## config.mk

```make
export PLATFORM = sky130hd
export DESIGN_NAME = gnrl_fifo
export DESIGN_NICKNAME = d
export VERILOG_FILES = /design/src/rtl/gnrl_fifo.sv
export SDC_FILE = /design/constraint.sdc
export NUM_CORES = 1
export LEC_CHECK = 0
export ABC_AREA = 1
export CAP_MARGIN = 5
export CORE_MARGIN = 2
export CORE_UTILIZATION = 37
export DETAILED_ROUTE_END_ITERATION = 12
export PLACE_DENSITY = 0.69
export SLEW_MARGIN = 20
export SYNTH_ARGS = -nofsm -noshare
export SYNTH_HDL_FRONTEND = slang
export SYNTH_SLANG_ARGS = --single-unit
```

## constraint.sdc

```tcl
create_clock -name clk -period 3.4 [get_ports clk]
set_clock_uncertainty 0.1 [all_clocks]
set_input_delay 0.34 -clock clk [delete_from_list [all_inputs] [get_ports clk]]
set_output_delay 0.34 -clock clk [all_outputs]
set_load 0.02 [all_outputs]
```

## src/rtl/gnrl_fifo.sv

```systemverilog
// gnrl_fifo: synchronous FIFO with flush, any depth, optional ready-path cut.
// o_dat shows the entry at the read pointer. There is no bypass, so a word written into an empty FIFO appears one cycle later.
module gnrl_fifo #(
  parameter int DW = 32,
  parameter int DP = 4,
  parameter int CUT_READY = 0
)(
  input  logic                       clk,
  input  logic                       rst_n,
  input  logic                       flush,
  input  logic                       i_vld,
  output logic                       i_rdy,
  input  logic [DW-1:0]              i_dat,
  output logic                       o_vld,
  input  logic                       o_rdy,
  output logic [DW-1:0]              o_dat,
  output logic [$clog2(DP+1)-1:0]    o_cnt
);
  localparam int PW = DP > 1 ? $clog2(DP) : 1;
  localparam int CW = $clog2(DP+1);
  localparam logic [PW-1:0] LP_PLAST = PW'(DP-1);
  localparam logic [CW-1:0] LP_FULL = CW'(DP);
  logic [DW-1:0] r_mem [DP];
  logic [PW-1:0] r_wptr, r_rptr;
  logic [CW-1:0] r_cnt;
  logic w_push, w_pop, w_full;
  assign w_full = r_cnt == LP_FULL;
  // Without the cut, a full FIFO still accepts a word when the head leaves in the same cycle.
  assign i_rdy  = (~w_full | ((CUT_READY == 0) & o_rdy)) & ~flush;
  assign o_vld  = r_cnt != '0;
  assign o_dat  = r_mem[r_rptr];
  assign o_cnt  = r_cnt;
  assign w_push = i_vld & i_rdy;
  assign w_pop  = o_vld & o_rdy;
  always_ff @(posedge clk or negedge rst_n) begin
    if (!rst_n) begin
      r_wptr <= '0;
      r_rptr <= '0;
      r_cnt  <= '0;
    end else if (flush) begin
      r_wptr <= '0;
      r_rptr <= '0;
      r_cnt  <= '0;
    end else begin
      if (w_push) r_wptr <= r_wptr == LP_PLAST ? '0 : r_wptr + 1'b1;
      if (w_pop) r_rptr <= r_rptr == LP_PLAST ? '0 : r_rptr + 1'b1;
      if (w_push != w_pop) r_cnt <= w_push ? r_cnt + 1'b1 : r_cnt - 1'b1;
    end
  end
  always_ff @(posedge clk) begin
    if (w_push) r_mem[r_wptr] <= i_dat;
  end
`ifndef SYNTHESIS
  a_known: assert property (@(posedge clk) disable iff (!rst_n) !$isunknown({i_vld, o_rdy, flush}));
  a_cnt: assert property (@(posedge clk) disable iff (!rst_n) r_cnt <= LP_FULL);
`endif
endmodule

```

# Word-level counts from Yosys, hierarchy flattened

Memories as Yosys holds them, arrays and structs flattened.
Index checks and enable logic that the tools add are counted.

Output and inout port bits: 37
Memories kept: 1
Register bits: 7
Bits in writable memories: 128
Bits of input ports: 37

Reductions and logical operators: 4
$add $sub $neg: 4
Equal/unequal tests: 4
Bitwise logic cells: 6
Mux-type cells: 11

Memory list:

| name  | depth | bits a word | read ports | clocked after Yosys merged registers in | write ports | line | text |
|---|---|---|---|---|---|---|---|
| r_mem | 4     | 32          | 1          | 0                                       | 1           | 23   | `logic [DW-1:0] r_mem [DP];` |

Operators with widths:

| operator                                         | number |
|---|---|
| 2-to-1 mux 2 bit                                 | 6 |
| 2-to-1 mux 3 bit                                 | 3 |
| nonzero test 2 bit                               | 3 |
| adder 2 x 1 -> 2 bit, second input constant      | 2 |
| == test 2 bit, second input constant             | 2 |
| adder 3 x 1 -> 3 bit, second input constant      | 1 |
| bitwise AND 1 bit                                | 3 |
| == test 3 bit, second input constant             | 1 |
| nonzero test 3 bit                               | 1 |
| subtractor 3 x 1 -> 3 bit, second input constant | 1 |
| 2-to-1 mux 1 bit                                 | 2 |
| inverter 1 bit                                   | 2 |
| inequality test 1 bit                            | 1 |
| OR 1 bit                                         | 1 |

# Depth between registers and ports, before layout

Gate-level depths: netlist (run 1).

Depth after elaboration: 8
Depth in mapped cells: 13
Gate-level depth less buffers: 13

# Worst setup path after synthesis (run 1)

Ideal clock, no wire load.

Path type: register to register
From: register r_cnt[2] (netlist: o_cnt[2])
To: memory r_mem[0][0], enable pin
Arrival time: 2235 ps
Clock period less this slack: 2756 ps
Cell stages (with the launch flop): 6
Path slack: 644 ps
Cells stage by stage: dfrtp_1 -> inv_2 -> nor2_4 -> nand2_1 -> nand3_2 -> nor2_1

Longest elaborated chain between the ends: 7

Ends and longest elaborated chain:

| item                                   | line | text |
|---|---|---|
| from (decl)                            | 25   | `logic [CW-1:0] r_cnt;` |
| from (signal assigned)                 | 47   | `if (w_push != w_pop) r_cnt <= w_push ? r_cnt + 1'b1 : r_cnt - 1'b1;` |
| == test 3 bit                          | 27   | `assign w_full = r_cnt == LP_FULL;` |
| inverter 1 bit                         | 29   | `assign i_rdy = (~w_full \| ((CUT_READY == 0) & o_rdy)) & ~flush;` |
| OR 1 bit                               | 29   |  |
| bitwise AND 1 bit                      | 29   |  |
| bitwise AND 1 bit                      | 33   | `assign w_push = i_vld & i_rdy;` |
| 2-to-1 mux 1 bit                       | 51   | `if (w_push) r_mem[r_wptr] <= i_dat;` |
| 2-to-1 mux 1 bit (implied by the code) | 51   |  |
| to (decl)                              | 23   |  |

Every way passes these cells.

# Worst setup path after layout (run 1)

From: register r_rptr[1]
To: output port o_dat[3]

Longest elaborated chain between the ends: 1

Ends and longest elaborated chain:

| item                   | line | text |
|---|---|---|
| from (decl)            | 24   | `logic [PW-1:0] r_wptr, r_rptr;` |
| from (signal assigned) | 46   | `if (w_pop) r_rptr <= r_rptr == LP_PLAST ? '0 : r_rptr + 1'b1;` |
| memory (4 x 32 bit)    | n/a  |  |
| to (decl)              | 16   | `output logic [DW-1:0] o_dat,` |

Every way passes these cells.

==> results of run 1 <==
==> worst min path at each step <==
stage / to / slack, ns / startpoint / depth (start not counted)
4_1_cts: r_wptr[0]$_DFFE_PN0P_ / 0.11 / rst_n / 1
6_report: r_wptr[0]$_DFFE_PN0P_ / 0.11 / rst_n / 1
3_3_place_gp: o_cnt[1]$_DFFE_PN0P_ / 0.45 / o_cnt[1]$_DFFE_PN0P_ / 2
3_5_place_dp: o_cnt[0]$_DFFE_PN0P_ / 0.45 / o_cnt[0]$_DFFE_PN0P_ / 2
2_1_floorplan: o_cnt[0]$_DFFE_PN0P_ / -0.06 / rst_n / 0
5_1_grt: o_cnt[1]$_DFFE_PN0P_ / 0.11 / rst_n / 1
==> kinds of logic (layout without fill, tap and decap cells) <==
kind of cell | Yosys count | count (layout) | share of synthesized area
flip-flops | 135 | 135 | 0.765
AO/OA/AOI/OAI | 105 | 105 | 0.108
AND/OR/NAND/NOR | 95 | 95 | 0.0753
buffers and inverters | 36 | 129 | 0.0360
adder cells (fa/ha/maj) | 6 | 6 | 0.0157
==> metrics by stage <==
step | area (um2) | worst slack (ns)
detailed placement | 6210 | 0.680
CTS | 6780 | 0.380
global route | 6780 | 0.261
finish | 6780 | 0.423
floorplan | 5250 | 0.644
global placement | 6210 | 0.783
==> registers in the layout (all words and copies together), names as in the netlist <==
| signal | flops |
|---|---|
| r_wptr | 2 |
| r_rptr | 2 |
| o_cnt | 3 |
| r_mem | 128 |
==> worst max-delay path, stage by stage (launching register included) <==
cell and delay (ns):
dfrtp_1 0.39, inv_1 0.48, buf_4 0.31, o21ai_0 0.11
o22ai_1 0.20, clkdlybuf4s50_1 0.65
==> synthesized netlist by cell type (2+ instances only) <==
cell        n  share of area
edfxtp_1  128           0.73
nor2_1     68          0.049
o21ai_0    65          0.062
o22ai_1    32          0.038
nand2_1    15          0.011
inv_1      14          0.010
clkbuf_1    9         0.0064
dfrtp_1     7          0.033
buf_6       6          0.013
ha_1        5          0.012
o21ai_1     5         0.0048
buf_2       4         0.0038
nand3_1     3         0.0029
a21oi_1     2         0.0019
inv_2       2         0.0014
nand2_2     2         0.0024
==> power by group <==
part	leakage (nW)	switching (mW)	internal, mW
Sequential	1.25	0.0592	2.00
Combinational	0.782	1.03	0.681
Clock	0.260	0.647	1.07
==> metal layers <==
| layer | vias up | GRT usage |
|---|---|---|
| met2 | 101 | 0.238 |
| met5 | - | 0 |
| met3 | 11 | 0.0521 |
| met4 | 0 | 0.0611 |
| met1 | 1599 | 0.182 |
| li1 | 1546 | - |
==> area by class of cell <==
cell class                      count  area share
Clock buffer                       19      0.0639
Sequential cell                   135       0.593
Tap cell                          180      0.0332
Multi-Input combinational cell    206       0.159
Inverter                           16     0.00886
Clock inverter                     13      0.0196
Timing Repair Buffer               81       0.122
==> impl_metrics.toml, run 1 <==
[cts]
max-clock-path-buffers = 2
cts_htree_levels = 4
cts_tree = "yes"
clkSinkCount = 135
numCtsBuffers = 17
clockRootBuffer = "clkbuf_16"
cts_setup_buffers = 0
clk_latency_ns = 0.40
cts_hold_buf = 0
cts_resized = 0
clk_pin_slew_ns = 0.05

[sta]
fin_crit_ns = 2.98
setup_viol = 0
slew_viol_final = 0
timing.hold.ws_ns = 0.108
max_freq_ghz = 0.336
worst_pin_slew_ns = 0.638
hold_viol = 0
rsz0062_at_grt = "no"
relSlewSlack = 0.575
fin_crit_sh = 0.876
setup_tns_ns = 0

[route]
wl_per_cell_um = 16.6
wl_met2_um = 5270
ant_nets = 0
drt_iter0_drc = 203
wl_met3_um = 706
wl_um = 10800
drcViolationCount = 0
firstDrtPassIters = 5
highest_layer = "met4"
vias = 3257
vias_per_cell = 5.01
drt-met1-wl_um = 4670

[synthesis]
synth_nets = 420
ys_ff_latch = 135
yosysSeqAreaShare = 0.765
yosysWarnings = 0
syn_area_um2 = 5250
synthFlopType = "edfxtp_1"
synth_cell_types = 26
synth-edff-count = 128
syn_inst = 377
avgSynthCellArea_um2 = 13.9
async_flop_share = 0.0519

[pwr]
power_mw = 5.49
power_leakage_nw = 2.29
vdd_drop_max_uv = 351
p_per_area_nw_per_um2 = 811

[die]
pin_count = 74
num_rows = 43
dieArea_um2 = 15200
start_util = 0.378
core_area_um2 = 13900
chipWidth_um = 123
fp.dieH_um = 123

[layout]
num_antenna_cells = 0
multi_input_area_um2 = 1080
drive_gt1_frac = 0.106
fillCellCount = 1169
fin_nets = 500
final_cell_mix = "edfxtp_1 (128), clkdlybuf4s50_1 (73), o21ai_0 (65), nor2_1 (64), o22ai_1 (32)"
syn_to_final_growth_pct = 29.0
final_common_cell = "edfxtp_1"
final_core_util = 0.488
seqCellArea_um2 = 4020
instances_no_fill = 650

[global_routing]
grt_pass1_wl_um = 16500
antenna_found_initial = 1
grt_use_total = 0.148
grt_max_degree = 67
grt_pass1_vias = 3238
overflow = 0

[hold_path]
hp-class = "input port to asynchronous set/reset pin"

[placed_design]
place_congestion = 0.843
placed_cells = 618
io_buffer_count = 73
dp_hpwl_um = 6560

[setup_path]
rr_startpoint = "o_cnt[2]$_DFFE_PN0P_"
critPathCapture = "o_dat[3]"
reg2reg_slack_ns = 1.10
worstRegToRegCells = 6
critPathLaunchType = "flop"
end_kind = "output port"
required_ns = 2.96
reg2reg_to = "r_mem[2][7]$_DFFE_PP_"
critPathLaunch = "r_rptr[1]$_DFFE_PN0P_"
cp_max_fo = 21
critPathArrivalTime_ns = 2.54
setup.worst_path.class = "flop to output port"

[flow_run]
maxCapViolCount = 0

[run_status]
status = "finished, final reports clean"
No activity file was read; power rests on OpenSTA's default activity.
==> run 2: changes to the inputs <==
- GPL_TIMING_DRIVEN: unset -> 0
- MAX_ROUTING_LAYER: unset -> met4
==> run 2 against run 1 <==
  * Sequential share of layout area down 1.3 points
  * Utilization grew 1.0 points
  * First-iteration DRC count grew 89%
  * Worst setup slack got worse by 0.048 ns
  * Wire length increased by 12%
==> impl_metrics.toml, run 2 (synthesized netlist as in run 1, its figures left out) <==
[sta]
worst_pin_slew_ns = 0.627
setup_viol = 0
slew_viol_final = 0
fin_crit_sh = 0.890
relSlewSlack = 0.581
hold_viol = 0
timing.hold.ws_ns = 0.102
max_freq_ghz = 0.331
rsz0062_at_grt = "no"
setup_tns_ns = 0
fin_crit_ns = 3.02

[global_routing]
grt_pass1_wl_um = 18800
grt_max_degree = 21
grt_pass1_vias = 3536
overflow = 0
grt_use_total = 0.175
antenna_found_initial = 0

[cts]
clockRootBuffer = "clkbuf_16"
cts_setup_buffers = 0
cts_resized = 0
cts_htree_levels = 4
numCtsBuffers = 17
cts_hold_buf = 0
max-clock-path-buffers = 2
clk_pin_slew_ns = 0.06
clkSinkCount = 135
clk_latency_ns = 0.41
cts_tree = "yes"

[pwr]
power_leakage_nw = 2.38
vdd_drop_max_uv = 456
p_per_area_nw_per_um2 = 821
power_mw = 5.68

[setup_path]
cp_top_family = "buffers and inverters"
critical-path-max-stage-delay_ns = 0.65
setup.worst_path.class = "flop to output port"
reg2reg_slack_ns = 1.12
required_ns = 2.96
rr_startpoint = "o_cnt[0]$_DFFE_PN0P_"
critPathLaunchType = "flop"
cp_slowest_cell = "clkdlybuf4s50_1"
critPathArrivalTime_ns = 2.58
critical_path_buf_inv_count = 3
cp_cell_sequence = "inv_1 > clkbuf_1 > o21ai_0 > o22ai_1 > clkdlybuf4s50_1"
end_kind = "output port"
worstRegToRegCells = 12
cp_max_fo = 10
reg2reg_to = "o_cnt[2]$_DFFE_PN0P_"

[die]
core_area_um2 = 13900
start_util = 0.378
dieArea_um2 = 15200
num_rows = 43
pin_count = 74
fp.dieH_um = 123
chipWidth_um = 123

[layout]
num_antenna_cells = 0
syn_to_final_growth_pct = 31.7
fin_nets = 516
final_cell_mix = "edfxtp_1 (128), clkdlybuf4s50_1 (73), o21ai_0 (65), nor2_1 (64), o22ai_1 (32)"
final_common_cell = "edfxtp_1"
final_core_util = 0.499
drive_gt1_frac = 0.111
top_register = "r_mem"
largest_register_ffs = 128

[placed_design]
io_buffer_count = 73
dp_hpwl_um = 7510
place_congestion = 0.773

[route]
ant_nets = 0
firstDrtPassIters = 4
drcViolationCount = 0
drt_iter0_drc = 383
wl_um = 12000
wl_per_cell_um = 18.0
vias = 3401
vias_per_cell = 5.11

[hold_path]
hp-class = "input port to asynchronous set/reset pin"

[flow_run]
maxCapViolCount = 0

[run_status]
status = "finished, final reports clean"
==> run 2: cell count changes in the layout (fill, tap and decap cells not counted) <==
cell / change
dfrtp_1: +1
buf_4: -4
bufinv_16: +1
dfrtp_2: -1
clkinv_2: +3
clkinvlp_4: -4
buf_16: +4
buf_2: +4
clkinv_1: +1
buf_6: +6
clkbuf_1: +10
buf_12: -3
clkinv_4: -2
==> run 2: how the worst max path moves through the flow <==
stage,cells past startpoint,from,slack [ns],endpoint
after global placement,4,flush,-0.97,r_mem[2][19]$_DFFE_PP_
after floorplan,5,o_cnt[2]$_DFFE_PN0P_,0.64,r_mem[0][0]$_DFFE_PP_
after detailed placement,5,flush,0.68,r_mem[3][19]$_DFFE_PP_
final,5,r_rptr[1]$_DFFE_PN0P_,0.38,o_dat[28]
after CTS,5,r_rptr[1]$_DFFE_PN0P_,0.40,o_dat[9]
after global routing,5,r_rptr[1]$_DFFE_PN0P_,0.20,o_dat[28]
==> run 2: metal layers <==
layer	up-vias	GRT usage	part of all wire
met4	0	0.0696	0.015
met3	17	0.0397	0.050
li1	1589	-	-
met1	1688	0.226	0.45
met2	107	0.270	0.49
met5	-	-	0
==> run 2: layout make-up <==
cell class | count | area (um2)
clock inverters | 12 | 134
multi-input cells | 206 | 1080
flip-flops and latches | 135 | 4020
fillers | 1161 | 6960
well taps | 180 | 225
plain buffers | 20 | 129
repair buffers | 77 | 841
clock buffers | 20 | 437
inverters | 16 | 60.1
==> run 2: where the power goes <==
group	switching, mW	internal (mW)
combinational	1.10	0.744
sequential	0.0638	2.00
clock	0.637	1.14
==> run 2: stage by stage <==
step | cells | instance area [um2] | setup slack, ns
2_1_floorplan | 377 | 5250 | 0.644
3_3_place_gp | 630 | 6210 | -0.965
3_5_place_dp | 634 | 6350 | 0.678
4_1_cts | 666 | 6920 | 0.402
5_1_grt | 666 | 6920 | 0.198
6_report | 666 | 6920 | 0.375
